===== src/rtl/rv32i_pkg.sv =====
// rtl/rv32i_pkg.sv - shared RV32I fetch types, widths and PC helper
package rv32i_pkg;

  localparam int XLEN    = 32;
  localparam int INSTR_W = 32;
  localparam logic [INSTR_W-1:0] NOP_INSTR = 32'h0000_0013;

  typedef struct packed {
    logic [XLEN-1:0]    pc;
    logic [INSTR_W-1:0] instr;
  } fetch_entry_t;

  function automatic logic [XLEN-1:0] pc_next(input logic [XLEN-1:0] pc);
    return pc + XLEN'(4);
  endfunction

endpackage


===== src/rtl/fetch_fifo.sv =====
// rtl/fetch_fifo.sv - synchronous FIFO of fetch entries with flush and registered storage
// Head reads only from storage registers, so there is no path from push data to head.
module fetch_fifo
  import rv32i_pkg::*;
#(
  parameter int DEPTH = 2
) (
  input  logic                   clk,
  input  logic                   rst,
  input  logic                   flush_i,
  input  logic                   push_i,
  input  fetch_entry_t           push_data_i,
  input  logic                   pop_i,
  output fetch_entry_t           head_o,
  output logic [$clog2(DEPTH):0] count_o
);

  localparam int AW = $clog2(DEPTH);
  localparam int CW = AW + 1;

  fetch_entry_t  mem_q [DEPTH];
  logic [AW-1:0] rd_ptr_q, rd_ptr_d;
  logic [AW-1:0] wr_ptr_q, wr_ptr_d;
  logic [CW-1:0] count_q, count_d;
  logic          do_pop;

  assign do_pop = pop_i && (count_q != '0);

  always_comb begin
    rd_ptr_d = rd_ptr_q;
    wr_ptr_d = wr_ptr_q;
    count_d  = count_q;
    if (flush_i) begin
      rd_ptr_d = '0;
      wr_ptr_d = '0;
      count_d  = '0;
    end else begin
      if (push_i) wr_ptr_d = wr_ptr_q + AW'(1);
      if (do_pop) rd_ptr_d = rd_ptr_q + AW'(1);
      count_d = count_q + CW'(push_i) - CW'(do_pop);
    end
  end

  always_ff @(posedge clk) begin
    if (rst) begin
      rd_ptr_q <= '0;
      wr_ptr_q <= '0;
      count_q  <= '0;
    end else begin
      rd_ptr_q <= rd_ptr_d;
      wr_ptr_q <= wr_ptr_d;
      count_q  <= count_d;
    end
  end

  // Storage needs no reset; the head is masked whenever the FIFO is empty.
  always_ff @(posedge clk) begin
    if (!rst && !flush_i && push_i) mem_q[wr_ptr_q] <= push_data_i;
  end

  always_ff @(posedge clk) begin
    if (!rst && !flush_i && push_i && !do_pop) assert (count_q != CW'(DEPTH));
  end

  assign head_o  = (count_q != '0) ? mem_q[rd_ptr_q] : '0;
  assign count_o = count_q;

endmodule


===== src/rtl/fetch_unit.sv =====
// rtl/fetch_unit.sv - instruction fetch stage: PC, credit-limited requests, response pairing, decode FIFO
// Define FETCH_PERF_EN to add the perf_fetched/perf_dropped saturating counters.
module fetch_unit
  import rv32i_pkg::*;
#(
  parameter logic [XLEN-1:0] RESET_PC = 32'h0000_0000,
  parameter int              DEPTH    = 2
) (
  input  logic               clk,
  input  logic               rst,
  output logic               imem_req_valid,
  input  logic               imem_req_ready,
  output logic [XLEN-1:0]    imem_req_addr,
  input  logic               imem_resp_valid,
  input  logic [INSTR_W-1:0] imem_resp_data,
  input  logic               redirect_valid,
  input  logic [XLEN-1:0]    redirect_pc,
  output logic               out_valid,
  input  logic               out_ready,
  output logic [INSTR_W-1:0] out_instr,
  output logic [XLEN-1:0]    out_pc
`ifdef FETCH_PERF_EN
  ,
  output logic [31:0]        perf_fetched,
  output logic [31:0]        perf_dropped
`endif
);

  localparam int CW = $clog2(DEPTH) + 1;

  logic [XLEN-1:0] pc_q, pc_d;
  logic [CW-1:0]   drop_q, drop_d;
  logic [CW-1:0]   outstanding;
  logic [CW-1:0]   count;
  logic [CW+1:0]   inflight;
  logic            req_fire, resp_take, resp_drop, resp_any, out_fire;
  fetch_entry_t    pcq_push, pcq_head, fifo_push, fifo_head;

  // Dropped responses still occupy memory-side credit until they come back.
  assign inflight       = (CW+2)'(outstanding) + (CW+2)'(drop_q) + (CW+2)'(count);
  assign imem_req_valid = !rst && !redirect_valid && (inflight < (CW+2)'(DEPTH));
  assign imem_req_addr  = pc_q;
  assign req_fire       = imem_req_valid && imem_req_ready;

  assign resp_drop = imem_resp_valid && (drop_q != '0);
  assign resp_take = imem_resp_valid && (drop_q == '0) && (outstanding != '0);
  assign resp_any  = resp_drop || resp_take;

  assign out_valid = !rst && (count != '0);
  assign out_fire  = out_valid && out_ready;
  assign out_pc    = out_valid ? fifo_head.pc : '0;
  assign out_instr = out_valid ? fifo_head.instr : '0;

  assign pcq_push  = '{pc: pc_q, instr: NOP_INSTR};
  assign fifo_push = '{pc: pcq_head.pc, instr: imem_resp_data};

  fetch_fifo #(.DEPTH(DEPTH)) u_pc_queue (
    .clk         (clk),
    .rst         (rst),
    .flush_i     (redirect_valid),
    .push_i      (req_fire),
    .push_data_i (pcq_push),
    .pop_i       (resp_take),
    .head_o      (pcq_head),
    .count_o     (outstanding)
  );

  fetch_fifo #(.DEPTH(DEPTH)) u_out_fifo (
    .clk         (clk),
    .rst         (rst),
    .flush_i     (redirect_valid),
    .push_i      (resp_take),
    .push_data_i (fifo_push),
    .pop_i       (out_fire),
    .head_o      (fifo_head),
    .count_o     (count)
  );

  always_comb begin
    pc_d   = pc_q;
    drop_d = drop_q;
    if (redirect_valid) begin
      pc_d   = redirect_pc & ~XLEN'(3);
      drop_d = drop_q + outstanding - CW'(resp_any);
    end else begin
      if (req_fire) pc_d = pc_next(pc_q);
      drop_d = drop_q - CW'(resp_drop);
    end
  end

  always_ff @(posedge clk) begin
    if (rst) begin
      pc_q   <= RESET_PC;
      drop_q <= '0;
    end else begin
      pc_q   <= pc_d;
      drop_q <= drop_d;
    end
  end

  always_ff @(posedge clk) begin
    if (!rst && resp_take) assert (pcq_head.instr == NOP_INSTR);
  end

`ifdef FETCH_PERF_EN
  logic [31:0] perf_fetched_q, perf_dropped_q;
  logic [31:0] fetched_inc, dropped_inc;

  function automatic logic [31:0] sat_add(input logic [31:0] a, input logic [31:0] b);
    logic [32:0] s;
    s = {1'b0, a} + {1'b0, b};
    return s[32] ? 32'hFFFF_FFFF : s[31:0];
  endfunction

  // A redirect discards every buffered entry plus any response landing that cycle.
  assign fetched_inc = 32'(out_fire && !redirect_valid);
  assign dropped_inc = redirect_valid ? (32'(count) + 32'(resp_any)) : 32'(resp_drop);

  always_ff @(posedge clk) begin
    if (rst) begin
      perf_fetched_q <= '0;
      perf_dropped_q <= '0;
    end else begin
      perf_fetched_q <= sat_add(perf_fetched_q, fetched_inc);
      perf_dropped_q <= sat_add(perf_dropped_q, dropped_inc);
    end
  end

  assign perf_fetched = perf_fetched_q;
  assign perf_dropped = perf_dropped_q;
`endif

endmodule


===== config.mk =====
export PLATFORM = sky130hd
export DESIGN_NAME = fetch_unit
export DESIGN_NICKNAME = d
export VERILOG_FILES = /design/src/rtl/rv32i_pkg.sv /design/src/rtl/fetch_fifo.sv /design/src/rtl/fetch_unit.sv
export SDC_FILE = /design/constraint.sdc
export NUM_CORES = 1
export LEC_CHECK = 0
export ABC_AREA = 1
export BUFFER_PORTS_ARGS = -buffer_cell sky130_fd_sc_hd__buf_2
export CORE_UTILIZATION = 45
export DETAILED_ROUTE_END_ITERATION = 16
export PLACE_DENSITY = 0.69
export SLEW_MARGIN = 15
export SYNTH_ARGS = -nofsm -noshare
export SYNTH_HDL_FRONTEND = slang
export SYNTH_SLANG_ARGS = --single-unit

===== constraint.sdc =====
create_clock -name clk -period 7.9 [get_ports clk]
set_input_delay 0.79 -clock clk [delete_from_list [all_inputs] [get_ports clk]]
set_output_delay 0.79 -clock clk [all_outputs]
set_load 0.03 [all_outputs]

# Word level (Yosys, flattened, before mapping)
# Memory sizes are Yosys's and may differ from the RTL's. A register that Yosys moved wholly into a read port is not among the register bits.
# Cells that the tools add are included.
# Widths: inputs -> output; s select.
dict set report classes {
  reduce_logical 21
  n_addsub 14
  n_lt_le_gt_ge 1
  muxes 15
}
# operator n
set ops {}
lappend ops {{$mux 32} 4}
lappend ops {{$mux 64} 2}
lappend ops {{$add 32x3->32 const B} 1}
lappend ops {{$logic_and 1x1->1} 12}
lappend ops {{$mux 1} 8}
lappend ops {{$reduce_bool 2->1} 4}
lappend ops {{$sub 2x1->2} 4}
lappend ops {{$add 1x1->1 const B} 4}
lappend ops {{$add 2x1->2} 2}
lappend ops {{$add 3x2->4} 1}
lappend ops {{$lt 4x2->1 const B} 1}
lappend ops {{$add 2x2->3} 1}
lappend ops {{$add 2x2->2} 1}
lappend ops {{$logic_not 1->1} 2}
lappend ops {{$logic_not 2->1} 1}
lappend ops {{$mux 2} 1}
lappend ops {{$reduce_or 2->1} 1}
lappend ops {{$logic_or 1x1->1} 1}
dict set report word_totals {
  out_inout_bits 98
  mem_count 2
  regBits 42
  input_bits 70
  ramBits 192
  elab_cells 62
}
# name depth width rd rd_ports_with_merged_regs write_ports line
set mem_list {}
lappend mem_list {u_out_fifo.mem_q 2 64 1 1 1 fetch_fifo.sv:21} ;# fetch_entry_t mem_q [DEPTH];
lappend mem_list {u_pc_queue.mem_q 2 32 1 1 1 fetch_fifo.sv:21}

# Logic depth before layout (Yosys ltp)
# Gate-level depths: netlist of run 1.
dict set report depth {
  ltp_word 8
  ltp_mapped 13
  mapped_depth_nobuf 12
}

# By module
# Synthesis of run 1 repeated with hierarchy kept, for this count alone.
dict set report hier_totals {
  hier_cells 1301
  hier_area_um2 13237.7
}
# mod instances seq_area_each_um2 cells_each area_per_inst_um2
set by_module_without_submodules {}
lappend by_module_without_submodules {fetch_fifo 2 3943.8 378 5119.9}
lappend by_module_without_submodules {fetch_unit 1 640.6 545 2997.9}

# Worst setup path before layout of run 1
# Ideal clock, no wire load.
dict set report synth_timing {
  path_type {input -> register}
  startpoint {input rst}
  endpoint {memory u_out_fifo.mem_q[1][0] (netlist name), enable pin}
  setup_ps 559
  setup_slack_ps 1959
  stages 4
  t_required_ps 7341
  arrival_ps 5382
  path_cell_list {buf_6 nor2_4 inv_1 nor3_1}
}
dict set report synth_via {
  elab_chain_cells 5
}
# element line
set synth_lines {}
lappend synth_lines {{start: declaration} fetch_unit.sv:10} ;# input logic rst,
lappend synth_lines {{$logic_not 1->1} fetch_fifo.sv:58} ;# if (!rst && !flush_i && push_i) mem_q[wr_ptr_q] <= push_data_i;
lappend synth_lines {{$logic_and 1x1->1 (2 in a row)} n/a}
lappend synth_lines {{$mux 1} fetch_fifo.sv:58}
lappend synth_lines {{$mux 1 (implied by the code)} fetch_fifo.sv:58}
lappend synth_lines {{end: declaration} fetch_fifo.sv:21}
# No other way between the ends.

# Final worst setup path of run 1
dict set report layout_timing {
  startpoint {register drop_q[1]}
  endpoint {output imem_req_valid}
}
dict set report layout_via {
  elab_chain_cells 4
}
# element line
set layout_lines {}
lappend layout_lines {{start: declaration} fetch_unit.sv:32} ;# logic [CW-1:0] drop_q, drop_d;
lappend layout_lines {{start signal: assignment} fetch_unit.sv:97} ;# drop_q <= drop_d;
lappend layout_lines {{$add 2x2->3} fetch_unit.sv:40} ;# assign inflight = (CW+2)'(outstanding) + (CW+2)'(drop_q) + (CW+2)'(count);
lappend layout_lines {{$add 3x2->4} fetch_unit.sv:40}
lappend layout_lines {{$lt 4x2->1} fetch_unit.sv:41} ;# assign imem_req_valid = !rst && !redirect_valid && (inflight < (CW+2)'(DEPTH));
lappend layout_lines {{$logic_and 1x1->1} fetch_unit.sv:41}
lappend layout_lines {{end: declaration} fetch_unit.sv:11} ;# output logic imem_req_valid,
# No other way between the ends.

==> qor.yml, run 1 <==
status: "finished, final reports clean"
rsz0062_at_grt: "false"
slew_viol_final: 0
cts.sinks: 226
min-delay-start: "imem_resp_data[0]"
criticalPathCategory: "flop to output port"
p_leak_uw: 0.005082
fin_hold_ws_ns: 0.4720
grt_max_degree: 65
yosysTopAreaCellShare_pct: 54.95
critPathCaptureType: "output port"
clock_latency_ns: 0.51
worst_slew_pin_slew_ns: 0.9823
grt_use_total_pct: 18.31
antenna_found_initial: 0
hold_viol_final: 0
cts_hold_buf: 0
finClkSkew_ns: 0.01309
gp_congestion: 0.8814
cts_buffer_depth: 3
path_delay_family: "adder cells"
startpoint: "drop_q[1]"
cts_resized: 0
wire_per_inst_um: 14.87
clk_transition_reported_paths_ns: 0.06
place_area_mm2: 0.01111
cts_tree: "built"
r2r_setup_slack_ns: 5.17
dieArea_mm2: 0.02295
path_common_cell: "inv_1"
vias: 6978
drt_iter0_drc: 444
mostFrequentLayoutCell: "nand2_1"
reg2reg_to: "u_pc_queue.count_o[1]"
synth_area_mm2: 0.01006
tns_ns: 0
antenna_cells: 0
layout_common_cells: "nand2_1 (262), edfxtp_1 (184), buf_2 (161)"
syn_area_per_cell_um2: 10.54
ys.warnings.count: 0
synth_top_cell_by_area: "edfxtp_1"
seq_area_frac_synth_pct: 63.31
routed_wirelength_um: 21010
cp_max_fo: 4
drc_errors: 0
power_density_mw_per_mm2: 213.4
finalNetCount: 1197
fp.dieH_um: 151.5
fin_crit_ns: 3.149
critPathRequiredTime_ns: 7.11
use_met1_pct: 24.09
synthTopCellsByArea: "edfxtp_1 (55%), nand2_1 (9.8%), dfxtp_1 (8.4%)"
max_freq_mhz: 317.5
core_area_mm2: 0.02189
cp_slowest_cell: "fa_1"
maxCapViolCount: 0
drive_gt1_share_pct: 25.77
num_io_pins: 168
initial_utilization_pct: 45.94
die_x_um: 151.5
first_global_vias: 6512
grt-busiest-layer: "met2"
final_cell_area_mm2: 0.01186
critPathBufInv: 4
timing.rr.start: "drop_q[1]"
rows: 54
slowest_delay_ns: 0.54
fin_crit_sh_pct: 39.87
reg2reg_depth: 11
via_per_inst: 4.938
finalSetupViolations: 0
use_met2_pct: 30.96
synth_edf_count: 184
fill_cells: 1929
ir_drop_mv: 0.1504
min_to: "u_out_fifo.mem_q[0][0]"
ctsRootBufferMaster: "clkbuf_16"
arrival_ns: 2.36
synth-main-ff-cell: "edfxtp_1"
max_slew_margin_pct: 34.44
hold_path.class: "input port to flop"
htreeDepth: 1
area_growth_pct: 17.90
ys_ff_latch: 226
first_pass_iters: 6
numCtsBuffers: 24
hpwl_um: 13500
gr-total-overflow: 0
crit_chain: "inv_1, fa_1, inv_1, ha_1, nor2_1, nand3_1, inv_1, buf_2"
synth_cell_types: 37
grt_pass1_wl_um: 32640
hold-path-cell-count: 1
port_buffers: 161
total_power_uw: 2530
async_flop_share_pct: 0
use_met3_pct: 2.695
ant_nets: 0
startpoint_type: "flop"
synthCells: 954
post-cts-setup-buffers: 0
==> registers in the layout, summed over array words and instances, names as in the netlist, 2 cells and up, named ones only <==
signal and flops:
drop_q 2, imem_req_addr 30, u_out_fifo.count_o 2, u_out_fifo.mem_q 124, u_pc_queue.count_o 2, u_pc_queue.mem_q 60
==> how the worst max path moves through the flow <==
stage,to,slack (ns),depth (start not counted)
finish,imem_req_valid,4.75,8
floorplan,u_out_fifo.mem_q[1][0],1.96,4
CTS,out_pc[9],4.72,6
detailed placement,out_pc[9],4.72,6
global route,imem_req_valid,4.56,8
global placement,out_pc[9],4.73,6
==> worst register-to-register path, stage by stage (launching register included) <==
cell and delay, ns:
dfxtp_1 0.40, inv_1 0.09, fa_1 0.54, inv_1 0.05, ha_1 0.18, nor2_1 0.22
nand4_4 0.25, clkinv_4 0.26, ha_1 0.20, xnor2_1 0.07, or2_2 0.27, a21oi_1 0.11
==> final cells by class <==
type | instances | area [um2] | area share (%)
multi-input cells | 557 | 3009 | 25.38
well taps | 280 | 350.3 | 2.955
clock inverters | 7 | 40.04 | 0.3377
repair buffers | 169 | 865.8 | 7.303
inverters | 137 | 519.2 | 4.379
flip-flops and latches | 226 | 6367 | 53.70
clock buffers | 37 | 704.4 | 5.941
==> synthesized netlist by cell type (8+ instances only) <==
cell      count
inv_1       134
mux2_2       62
nand3_1      42
clkbuf_1     19
ha_1         11
nand2_1     262
dfxtp_1      42
nor2_1       55
o21ai_0      23
edfxtp_1    184
a21oi_1      54
a31oi_1       8
==> metal layers <==
metal	part of all wire [%]	up-vias	routed length, um
met3	7.0	35	1480
met2	47	245	9880
met5	0	-	0
met1	44	3246	9211
li1	-	3452	-
met4	2.1	0	435
==> per-stage QoR <==
step           setup slack, ns  instances  utilization [%]
6_report                 4.751       1413            54.16
5_1_grt                  4.564       1413            54.16
4_1_cts                  4.719       1413            54.16
3_5_place_dp             4.721       1369            50.76
3_3_place_gp             4.732       1369            50.76
2_1_floorplan            1.959        957                -
==> cells by family after synthesis <==
family,count (synthesis),share of synthesized area (%)
DFF,226,63.31
xor gates and xnor gates,9,0.7838
other,1,0.03729
AOI/OAI and AO/OA,91,4.790
muxes,62,6.943
adders and majority gates,12,1.568
buffers and inverters,174,7.154
and+or+nand+nor,379,15.42
==> power by group <==
part | internal, uW | switching (uW) | total [uW]
clock network | 613 | 431 | 1040
registers | 1310 | 26.6 | 1330
logic | 50.6 | 100 | 151
total | 1970 | 558 | 2530
No activity file was read; power rests on OpenSTA's default activity.
==> run 2: changes to the inputs <==
clock period = 3.1 ns   (was 7.9 ns; I/O delays follow)
==> run 2 against run 1 <==
Non-clock buffer count is 37 higher. Utilization up 2.7 points. Routed wire length is 2.3% higher. Clock power rose to 3.0 times the previous value.
==> qor.yml, run 2 (same netlist as run 1, synthesis figures left out) <==
initial_utilization_pct: 45.94
reg2reg_depth: 12
num_io_pins: 168
first_global_vias: 6685
fin_cells: 1450
cts_buffer_depth: 3
hold_viol_final: 0
drt_iter0_drc: 405
grt-busiest-layer: "met2"
fin_crit_ns: 2.618
criticalPathCategory: "flop to output port"
seq_area_mm2: 0.006367
die_x_um: 151.5
vias: 7056
r2r_setup_slack_ns: 0.60
finalNetCount: 1234
cp_slowest_cell: "fa_1"
multi_input_area_mm2: 0.003015
first_pass_iters: 5
grt_pass1_wl_um: 34150
dp.cells: 1374
antenna_cells: 0
clk_transition_reported_paths_ns: 0.07
max_slew_margin_pct: 35.32
grt_max_degree: 64
ir_drop_mv: 0.3229
gr-total-overflow: 0
fill_cells: 1906
startpoint_type: "flop"
largest_reg_flops: 124
drc_errors: 0
dp_slack_ns: 0.5868
critPathCapture: "imem_req_valid"
path_depth: 8
mostFrequentLayoutCell: "nand2_1"
rsz0062_at_grt: "false"
area_growth_pct: 23.83
fp.dieH_um: 151.5
maxCapViolCount: 0
p_leak_uw: 0.005334
path_common_cell: "inv_1"
via_per_inst: 4.866
crit_chain: "inv_1, fa_1, inv_1, ha_1, nor2_1, nand3_1, inv_1, buf_2"
drive_gt1_share_pct: 25.56
fin_util_pct: 56.88
timing.rr.start: "drop_q[1]"
use_met3_pct: 2.545
reg2reg_to: "imem_req_addr[11]"
layout_common_cells: "nand2_1 (262), edfxtp_1 (184), buf_2 (161)"
finalSetupViolations: 0
slew_viol_final: 0
core_area_mm2: 0.02189
cts_tree: "built"
worst_slew_pin_slew_ns: 0.9691
fin_crit_sh_pct: 84.44
tns_ns: 0
grt_use_total_pct: 19.07
routed_wirelength_um: 21500
wire_per_inst_um: 14.82
status: "finished, final reports clean"
htreeDepth: 1
critPathBufInv: 4
layout_setup_ws_ns: 0.4823
startpoint: "drop_q[1]"
critPathRequiredTime_ns: 2.79
use_met2_pct: 32.05
numCtsBuffers: 24
hpwl_um: 13820
ctsRootBufferMaster: "clkbuf_16"
finClkSkew_ns: 0.009199
path_delay_family: "adder cells"
cts.sinks: 226
gp_congestion: 0.8374
use_met1_pct: 25.83
total_power_uw: 6925
dieArea_mm2: 0.02295
power_density_mw_per_mm2: 556.2
port_buffers: 161
antenna_found_initial: 0
ant_nets: 0
slowest_delay_ns: 0.53
arrival_ns: 2.31
max_freq_mhz: 382.0
clock_latency_ns: 0.51
cp_max_fo: 4
largest_register: "u_out_fifo.mem_q"
hold_path.class: "input port to flop"
rows: 54
critPathCaptureType: "output port"
==> run 2: per-stage QoR <==
stage	cell area [um2]	hold WS (ns)
5_1_grt	12450	0.05576
6_report	12450	0.05033
4_1_cts	12450	0.02965
3_3_place_gp	11260	0.4531
3_5_place_dp	11260	0.4659
2_1_floorplan	10080	0.4089
==> run 2: worst min-delay path, stage by stage <==
cell,delay (ns)
buf_2,0.09
nand2_1,0.05
a21oi_1,0.05
==> run 2: how the worst min path moves through the flow <==
stage / startpoint / end / depth (start not counted) / slack (ns)
floorplan: imem_resp_data[0] / u_out_fifo.mem_q[0][0] / 0 / 0.41
global placement: u_out_fifo.wr_ptr_q / u_out_fifo.wr_ptr_q / 2 / 0.45
detailed placement: u_out_fifo.wr_ptr_q / u_out_fifo.wr_ptr_q / 2 / 0.47
CTS: redirect_pc[10] / imem_req_addr[10] / 3 / 0.03
global route: redirect_pc[10] / imem_req_addr[10] / 3 / 0.06
finish: redirect_pc[10] / imem_req_addr[10] / 3 / 0.05
==> run 2: cell type report <==
class	count	area share [%]
Clock buffer	39	6.009
Timing Repair Buffer	206	10.63
Inverter	137	4.170
Clock inverter	5	1.025
Multi-Input combinational cell	557	24.22
Sequential cell	226	51.14
Tap cell	280	2.814
==> run 2: metal layers <==
layer / wire (um) / up-vias / share of wire, %
li1: - / 3531 / -
met3: 1385 / 24 / 6.4
met2: 10070 / 230 / 47
met1: 9682 / 3271 / 45
met5: 0 / - / 0
met4: 357 / 0 / 1.7
==> run 2: repair_timing <==
action | in CTS | in global routing
endpoints found under the hold margin | 64 | 0
hold buffers | 32 | 0
setup buffers | 0 | 0
resized for setup | 0 | 0
==> run 2: where the power goes <==
group / leakage, uW / total (uW) / switching, uW / internal (uW)
combinational: 0.00291 / 422 / 261 / 160
sequential: 0.00200 / 3400 / 68.5 / 3330
clock: 0.000423 / 3100 / 1130 / 1980
